==> config.mk <==
export PLATFORM = sky130hd
export DESIGN_NAME = branch_target_unit
export DESIGN_NICKNAME = d
export VERILOG_FILES = /design/src/rtl/minitb_pkg.sv /design/src/rtl/ret_stack.sv /design/src/rtl/branch_target_unit.sv
export SDC_FILE = /design/constraint.sdc
export NUM_CORES = 1
export LEC_CHECK = 0
export CAP_MARGIN = 20
export CORE_MARGIN = 4
export CORE_UTILIZATION = 40
export DETAILED_ROUTE_END_ITERATION = 7
export GPL_TIMING_DRIVEN = 0
export PLACE_DENSITY_LB_ADDON = 0.05
export SYNTH_ARGS = -nofsm -noshare
export SYNTH_HDL_FRONTEND = slang
export SYNTH_SLANG_ARGS = --single-unit
==> constraint.sdc <==
create_clock -name clk -period 0.93 [get_ports clk]
set_clock_uncertainty 0.1 [all_clocks]
set_input_delay 0.279 -clock clk [delete_from_list [all_inputs] [get_ports clk]]
set_output_delay 0.279 -clock clk [all_outputs]
set_load 0.05 [all_outputs]
==> src/rtl/minitb_pkg.sv <==
`default_nettype none
// ============================================================================
// Module      : minitb_pkg
// Description : Shared branch opcodes, execution sub-cycle indices and the
//               branch-condition helper for the branch target unit.
// Revision    : 1.0 - initial release
// ============================================================================
package minitb_pkg;

    localparam logic [2:0] BR_NOP  = 3'd0;
    localparam logic [2:0] BR_JMP  = 3'd1;
    localparam logic [2:0] BR_JC   = 3'd2;
    localparam logic [2:0] BR_JNC  = 3'd3;
    localparam logic [2:0] BR_JZ   = 3'd4;
    localparam logic [2:0] BR_JNZ  = 3'd5;
    localparam logic [2:0] BR_CALL = 3'd6;
    localparam logic [2:0] BR_RET  = 3'd7;

    localparam logic [2:0] CYC_IMM_H  = 3'd1;
    localparam logic [2:0] CYC_IMM_M  = 3'd2;
    localparam logic [2:0] CYC_IMM_L  = 3'd3;
    localparam logic [2:0] CYC_DECIDE = 3'd6;
    localparam logic [2:0] CYC_COMMIT = 3'd7;

    localparam int DEFAULT_ADDR_W = 12;

    // ret_ok carries "a return address is available"; forced low when the
    // call/return feature is absent so RET degenerates to NOP.
    function automatic logic br_condition(
        input logic [2:0] op,
        input logic       carry,
        input logic       zero,
        input logic       ret_ok
    );
        logic met;
        case (op)
            BR_JMP, BR_CALL: met = 1'b1;
            BR_JC:           met = carry;
            BR_JNC:          met = ~carry;
            BR_JZ:           met = zero;
            BR_JNZ:          met = ~zero;
            BR_RET:          met = ret_ok;
            default:         met = 1'b0;
        endcase
        return met;
    endfunction

endpackage
`default_nettype wire

==> src/rtl/ret_stack.sv <==
`default_nettype none
// ============================================================================
// Module      : ret_stack
// Description : Return-address LIFO. Entry 0 is always top-of-stack; push
//               shifts down, pop shifts up. Push wins over a same-cycle pop.
// Revision    : 1.0 - initial release
// ============================================================================
module ret_stack
    import minitb_pkg::*;
#(
    parameter  int DEPTH = 4,
    parameter  int WIDTH = DEFAULT_ADDR_W,
    localparam int CNT_W = $clog2(DEPTH + 1)
)(
    input  logic             clk,
    input  logic             reset,
    input  logic             push,
    input  logic             pop,
    input  logic [WIDTH-1:0] din,
    output logic [WIDTH-1:0] top,
    output logic [CNT_W-1:0] depth,
    output logic             full,
    output logic             empty
);

    logic [WIDTH-1:0] r_mem [DEPTH];
    logic [CNT_W-1:0] r_depth;
    logic             w_do_push;
    logic             w_do_pop;

    assign full      = (r_depth == CNT_W'(DEPTH));
    assign empty     = (r_depth == '0);
    assign w_do_push = push & ~full;
    assign w_do_pop  = pop & ~empty & ~push;

    always_ff @(posedge clk or posedge reset) begin
        if (reset) begin
            for (int i = 0; i < DEPTH; i++) begin
                r_mem[i] <= '0;
            end
            r_depth <= '0;
        end else if (w_do_push) begin
            r_mem[0] <= din;
            for (int i = 1; i < DEPTH; i++) begin
                r_mem[i] <= r_mem[i-1];
            end
            r_depth <= r_depth + CNT_W'(1);
        end else if (w_do_pop) begin
            for (int i = 0; i < DEPTH - 1; i++) begin
                r_mem[i] <= r_mem[i+1];
            end
            r_mem[DEPTH-1] <= '0;
            r_depth        <= r_depth - CNT_W'(1);
        end
    end

    assign top   = r_mem[0];
    assign depth = r_depth;

endmodule
`default_nettype wire

==> src/rtl/branch_target_unit.sv <==
`default_nettype none
// ============================================================================
// Module      : branch_target_unit
// Description : Builds the PC jump request from three immediate nibbles and the
//               ALU flags; optional CALL/RET return stack (BRANCH_CALL_RET_EN).
// Revision    : 1.0 - initial release
// ============================================================================
module branch_target_unit
    import minitb_pkg::*;
#(
    parameter int STACK_DEPTH = 4,
    parameter int ADDR_W      = DEFAULT_ADDR_W
)(
    input  logic                             clk,
    input  logic                             reset,
    input  logic                             cpuCe,
    input  logic [2:0]                       cycle,
    input  logic [2:0]                       brOp,
    input  logic [3:0]                       imm,
    input  logic                             carryFlag,
    input  logic                             zeroFlag,
    input  logic [ADDR_W-1:0]                pcount,
    output logic                             jump,
    output logic [ADDR_W-1:0]                jumpAddr,
    output logic [$clog2(STACK_DEPTH+1)-1:0] stackDepth,
    output logic                             stackOvf,
    output logic                             stackUnf
);

    localparam int c_depth_w = $clog2(STACK_DEPTH + 1);

    logic [3:0]        r_imm_h;
    logic [3:0]        r_imm_m;
    logic [3:0]        r_imm_l;
    logic              r_jump;
    logic [ADDR_W-1:0] r_jump_addr;

    logic [ADDR_W-1:0] w_target;
    logic [ADDR_W-1:0] w_ret_addr;
    logic [ADDR_W-1:0] w_next_addr;
    logic              w_ret_ok;
    logic              w_taken;
    logic              w_decide;
    logic              w_commit;

    assign w_decide = cpuCe & (cycle == CYC_DECIDE);
    assign w_commit = cpuCe & (cycle == CYC_COMMIT);
    assign w_target = ADDR_W'({r_imm_h, r_imm_m, r_imm_l});
    assign w_taken  = br_condition(brOp, carryFlag, zeroFlag, w_ret_ok);

    // Only a taken RET redirects to the stack; everything else carries the latched target.
    assign w_next_addr = ((brOp == BR_RET) && w_taken) ? w_ret_addr : w_target;

`ifdef BRANCH_CALL_RET_EN
    logic                 r_push_pend;
    logic                 r_pop_pend;
    logic                 r_ovf;
    logic                 r_unf;
    logic                 w_full;
    logic                 w_empty;
    logic [ADDR_W-1:0]    w_top;
    logic [c_depth_w-1:0] w_depth;

    ret_stack #(
        .DEPTH (STACK_DEPTH),
        .WIDTH (ADDR_W)
    ) u_ret_stack (
        .clk   (clk),
        .reset (reset),
        .push  (w_commit & r_push_pend),
        .pop   (w_commit & r_pop_pend),
        .din   (pcount + ADDR_W'(1)),
        .top   (w_top),
        .depth (w_depth),
        .full  (w_full),
        .empty (w_empty)
    );

    assign w_ret_ok   = ~w_empty;
    assign w_ret_addr = w_top;

    // Stack decision is taken with the branch, applied one frame-cycle later
    // when the PC consumes the request.
    always_ff @(posedge clk or posedge reset) begin
        if (reset) begin
            r_push_pend <= 1'b0;
            r_pop_pend  <= 1'b0;
            r_ovf       <= 1'b0;
            r_unf       <= 1'b0;
        end else if (w_decide) begin
            r_push_pend <= (brOp == BR_CALL) & ~w_full;
            r_pop_pend  <= (brOp == BR_RET) & ~w_empty;
            r_ovf       <= r_ovf | ((brOp == BR_CALL) & w_full);
            r_unf       <= r_unf | ((brOp == BR_RET) & w_empty);
        end else if (w_commit) begin
            r_push_pend <= 1'b0;
            r_pop_pend  <= 1'b0;
        end
    end

    assign stackDepth = w_depth;
    assign stackOvf   = r_ovf;
    assign stackUnf   = r_unf;
`else
    logic w_unused_pcount;

    assign w_ret_ok        = 1'b0;
    assign w_ret_addr      = '0;
    assign w_unused_pcount = ^pcount;
    assign stackDepth      = '0;
    assign stackOvf        = 1'b0;
    assign stackUnf        = 1'b0;
`endif

    always_ff @(posedge clk or posedge reset) begin
        if (reset) begin
            r_imm_h     <= '0;
            r_imm_m     <= '0;
            r_imm_l     <= '0;
            r_jump      <= 1'b0;
            r_jump_addr <= '0;
        end else if (cpuCe) begin
            case (cycle)
                CYC_IMM_H: r_imm_h <= imm;
                CYC_IMM_M: r_imm_m <= imm;
                CYC_IMM_L: r_imm_l <= imm;
                CYC_DECIDE: begin
                    r_jump      <= w_taken;
                    r_jump_addr <= w_next_addr;
                end
                CYC_COMMIT: r_jump <= 1'b0;
                default: ;
            endcase
        end
    end

    assign jump     = r_jump;
    assign jumpAddr = r_jump_addr;

endmodule
`default_nettype wire

==> impl_metrics.csv <==
group,metric,value,unit
sta,setup_viol_count_final,34,
floorplanning,io-pin-count,45,
final_layout,fill_cells,199,
global_route,antenna_found_initial,0,
clocking,cts-root-buf,"clkbuf_4",
floorplanning,die_h,60.3,µm
routing,vias_per_cell,4.79,
routing,drt-pass1-iter-count,2,
setup_path,cpMaxStageDelayCell,"dfrtp_2",
final_layout,diodes,0,
synthesis,yosysMostFrequentCell,"dfrtp_1",
setup_path,path_depth,1,
clocking,clk_latency,0.31,ns
final_layout,nets,148,
setup_path,rr_worst_depth,3,
synthesis,ys_seq_elements,25,
floorplanning,core,0.00254,mm²
synthesis,yosysWarnings,0,
power_and_ir_drop,seq_power_share,39.4,%
min_path,hp-class,"in2reg",
power_and_ir_drop,power_frac_comb,49.1,%
clocking,cts_buffer_depth,2,
min_path,holdCritStartpoint,"cycle[0]",
global_route,grt_pass1_wl,3620,µm
setup_path,rr_startpoint,"jumpAddr[4]",
final_layout,area_delta_synth_final,59.4,%
global_route,grt.overflow.total,0,
synthesis,postSynth.asyncResetShare,100,%
synthesis,synth_largest_area_cell,"dfrtp_1",
setup_path,path_cells,"buf_6",
sta,post-route-min-period,1.28,ns
sta,rsz0062_at_grt,"true",
clocking,clkTransAtPathRegs,0.14,ns
sta,setup_ws,-0.354,ns
power_and_ir_drop,swShare,37.5,%
placement,place_congestion,0.712,
setup_path,critPathBufInv,1,
min_path,worstHoldPathCells,4,
routing,drcViolationCount,0,
placement,io_buffers,27,
setup_path,worstPathArrival,0.90,ns
synthesis,ys_seq_area_share,57.1,%
floorplanning,start_util,43.1,%
clocking,cts.sinks,25,
setup_path,path_delay_family,"flip-flops",
sta,hold_viol,0,
power_and_ir_drop,p_sw,1.57,mW
setup_path,max_stage_delay,0.44,ns
sta,tns,-6.48,ns
synthesis,synth_area_leaders,"dfrtp_1 57%, mux2_4 14%, mux2_2 13%",
synthesis,avgSynthCellArea,15.4,µm²
sta,drv_slew,0,
synthesis,synth_area,0.00110,mm²
clocking,cts_max_level,1,
final_layout,final_area,0.00175,mm²
synthesis,synth_cells,71,
setup_path,end_kind,"output port",
global_route,grt_pass1_vias,736,
floorplanning,die_x,60.3,µm
run_status,violations,"setup timing",
setup_path,r2r_slack,-0.18,ns
final_layout,drive_above_1_share,75.0,%
sta,fmax,0.779,GHz
routing,drtIter0Drc,18,
clocking,tritoncts,"built",
run_status,outcome,"finished with violations",
run,cap_violations,0,
sta,relSlewSlack,64.9,%
setup_path,crit_start,"jumpAddr[2]",
sta,finalCritPeriodShare,138,%
global_route,grt_max_degree,26,
setup_path,path_max_fanout,2,
placement,dp_hpwl,1470,µm
min_path,min_to,"jump",
setup_path,crit_path_start_kind,"flop",
routing,wl_per_cell,15.1,µm
power_and_ir_drop,powerDensity,2390,mW/mm²
power_and_ir_drop,clkPwrFrac,11.4,%
power_and_ir_drop,p_int,2.61,mW
sta,tightest_slew,0.526,ns
synthesis,synth_edf_count,0,
setup_path,r2r-end,"jumpAddr[4]",
sta,fin_hold_ws,0.182,ns
routing,wirelength,2270,µm
routing,antenna_left,0,
clocking,cts_hold_buf,0,
floorplanning,die_area,0.00364,mm²
power_and_ir_drop,p_leak,0.837,nW
synthesis,synth_common_cells,"25 x dfrtp_1, 13 x mux2_2, 10 x mux2_4",
floorplanning,rows,18,
routing,via_count,718,
global_route,grt_usage,13.5,%
power_and_ir_drop,ir_worst_vdd,0.00159,V
synthesis,synth_flop_cell,"dfrtp_1",
setup_path,criticalPathCategory,"reg2out",
clocking,cts_inserted_buffers,3,
placement,postPlaceCellArea,0.00150,mm²
setup_path,crit_required,0.55,ns
synthesis,synth_top_area_share,57.1,%
synthesis,synth.distinct_cells,20,
sequential cells by signal, summed over array words and instances (netlist names):
signal    count
jump          1
jumpAddr     12
r_imm_h       4
r_imm_l       4
r_imm_m       4
power by group through the flow:
stage	clock network (mW)	registers (mW)	logic (mW)
final	0.478	1.65	2.05
after global routing	0.541	1.70	2.14
after CTS	0.494	1.65	2.01
after detailed placement	0	1.62	1.74
after global placement	0	1.61	1.73
after floorplan	0	2.30	0.505
layer usage:
metal	global-route usage, %	part of all wire [%]	vias to the layer above	routed length [µm]
li1	-	-	338	-
met1	19.2	45	361	1010
met3	2.77	5.1	2	116
met2	21.5	50	17	1130
met5	0	0	-	0
met4	2.85	0.57	0	13
cells in the final DEF, fill, tap and decap left out, drive strengths merged:
cell,instances
mux2,24
clkinvlp,1
and3,1
o2111ai,1
buf,39
clkdlybuf4s15,3
nand4b,1
or4b,1
clkinv,1
nand2,2
nor4b,1
clkbuf,3
and4bb,1
clkdlybuf4s50,5
inv,1
conb,5
dfrtp,25
nand3,2
a21oi,1
nor2,2
repair_timing:
action / CTS / global route
resized for setup: 151 / 2
endpoints found under the hold margin: 0 / 0
pin swaps: 6 / 1
endpoints found under the setup margin: 63 / 34
buffers inserted: 11 / 5
cloned: 1 / 0
final cells by class:
cell class              count  area (µm²)  share of cell area, %
multi-input cells          42         504                   28.9
plain buffers               6        57.6                   3.30
clock buffers               3        22.5                   1.29
repair buffers             41         454                   26.0
inverters                   2        23.8                   1.36
flip-flops and latches     25         642                   36.7
well taps                  30        37.5                   2.15
clock inverters             1        5.00                  0.287
cell families after synthesis:
logic type	synth area share [%]
DFF	57.1
muxes	28.1
and+or+nand+nor	8.11
buffers and inverters	5.14
AOI/OAI and AO/OA	1.26
other	0.342
metrics by stage:
step | utilization [%] | setup slack [ns] | power [mW] | std cells
2_1_floorplan | - | -0.298 | 2.80 | 75
3_3_place_gp | 58.9 | -1.14 | 3.34 | 132
3_5_place_dp | 58.9 | -1.15 | 3.36 | 132
4_1_cts | 68.7 | -0.365 | 4.15 | 148
5_1_grt | 68.6 | -0.396 | 4.37 | 150
6_report | 68.6 | -0.354 | 4.18 | 150
worst max path at each step:
| stage | to | slack, ns |
|---|---|---|
| finish | jumpAddr[2] | -0.35 |
| detailed placement | r_imm_h[1] | -1.15 |
| CTS | jumpAddr[2] | -0.37 |
| global route | jumpAddr[4] | -0.40 |
| global placement | r_imm_h[3] | -1.14 |
| floorplan | r_imm_h[1] | -0.30 |
Power figures use the tool's default switching activity.
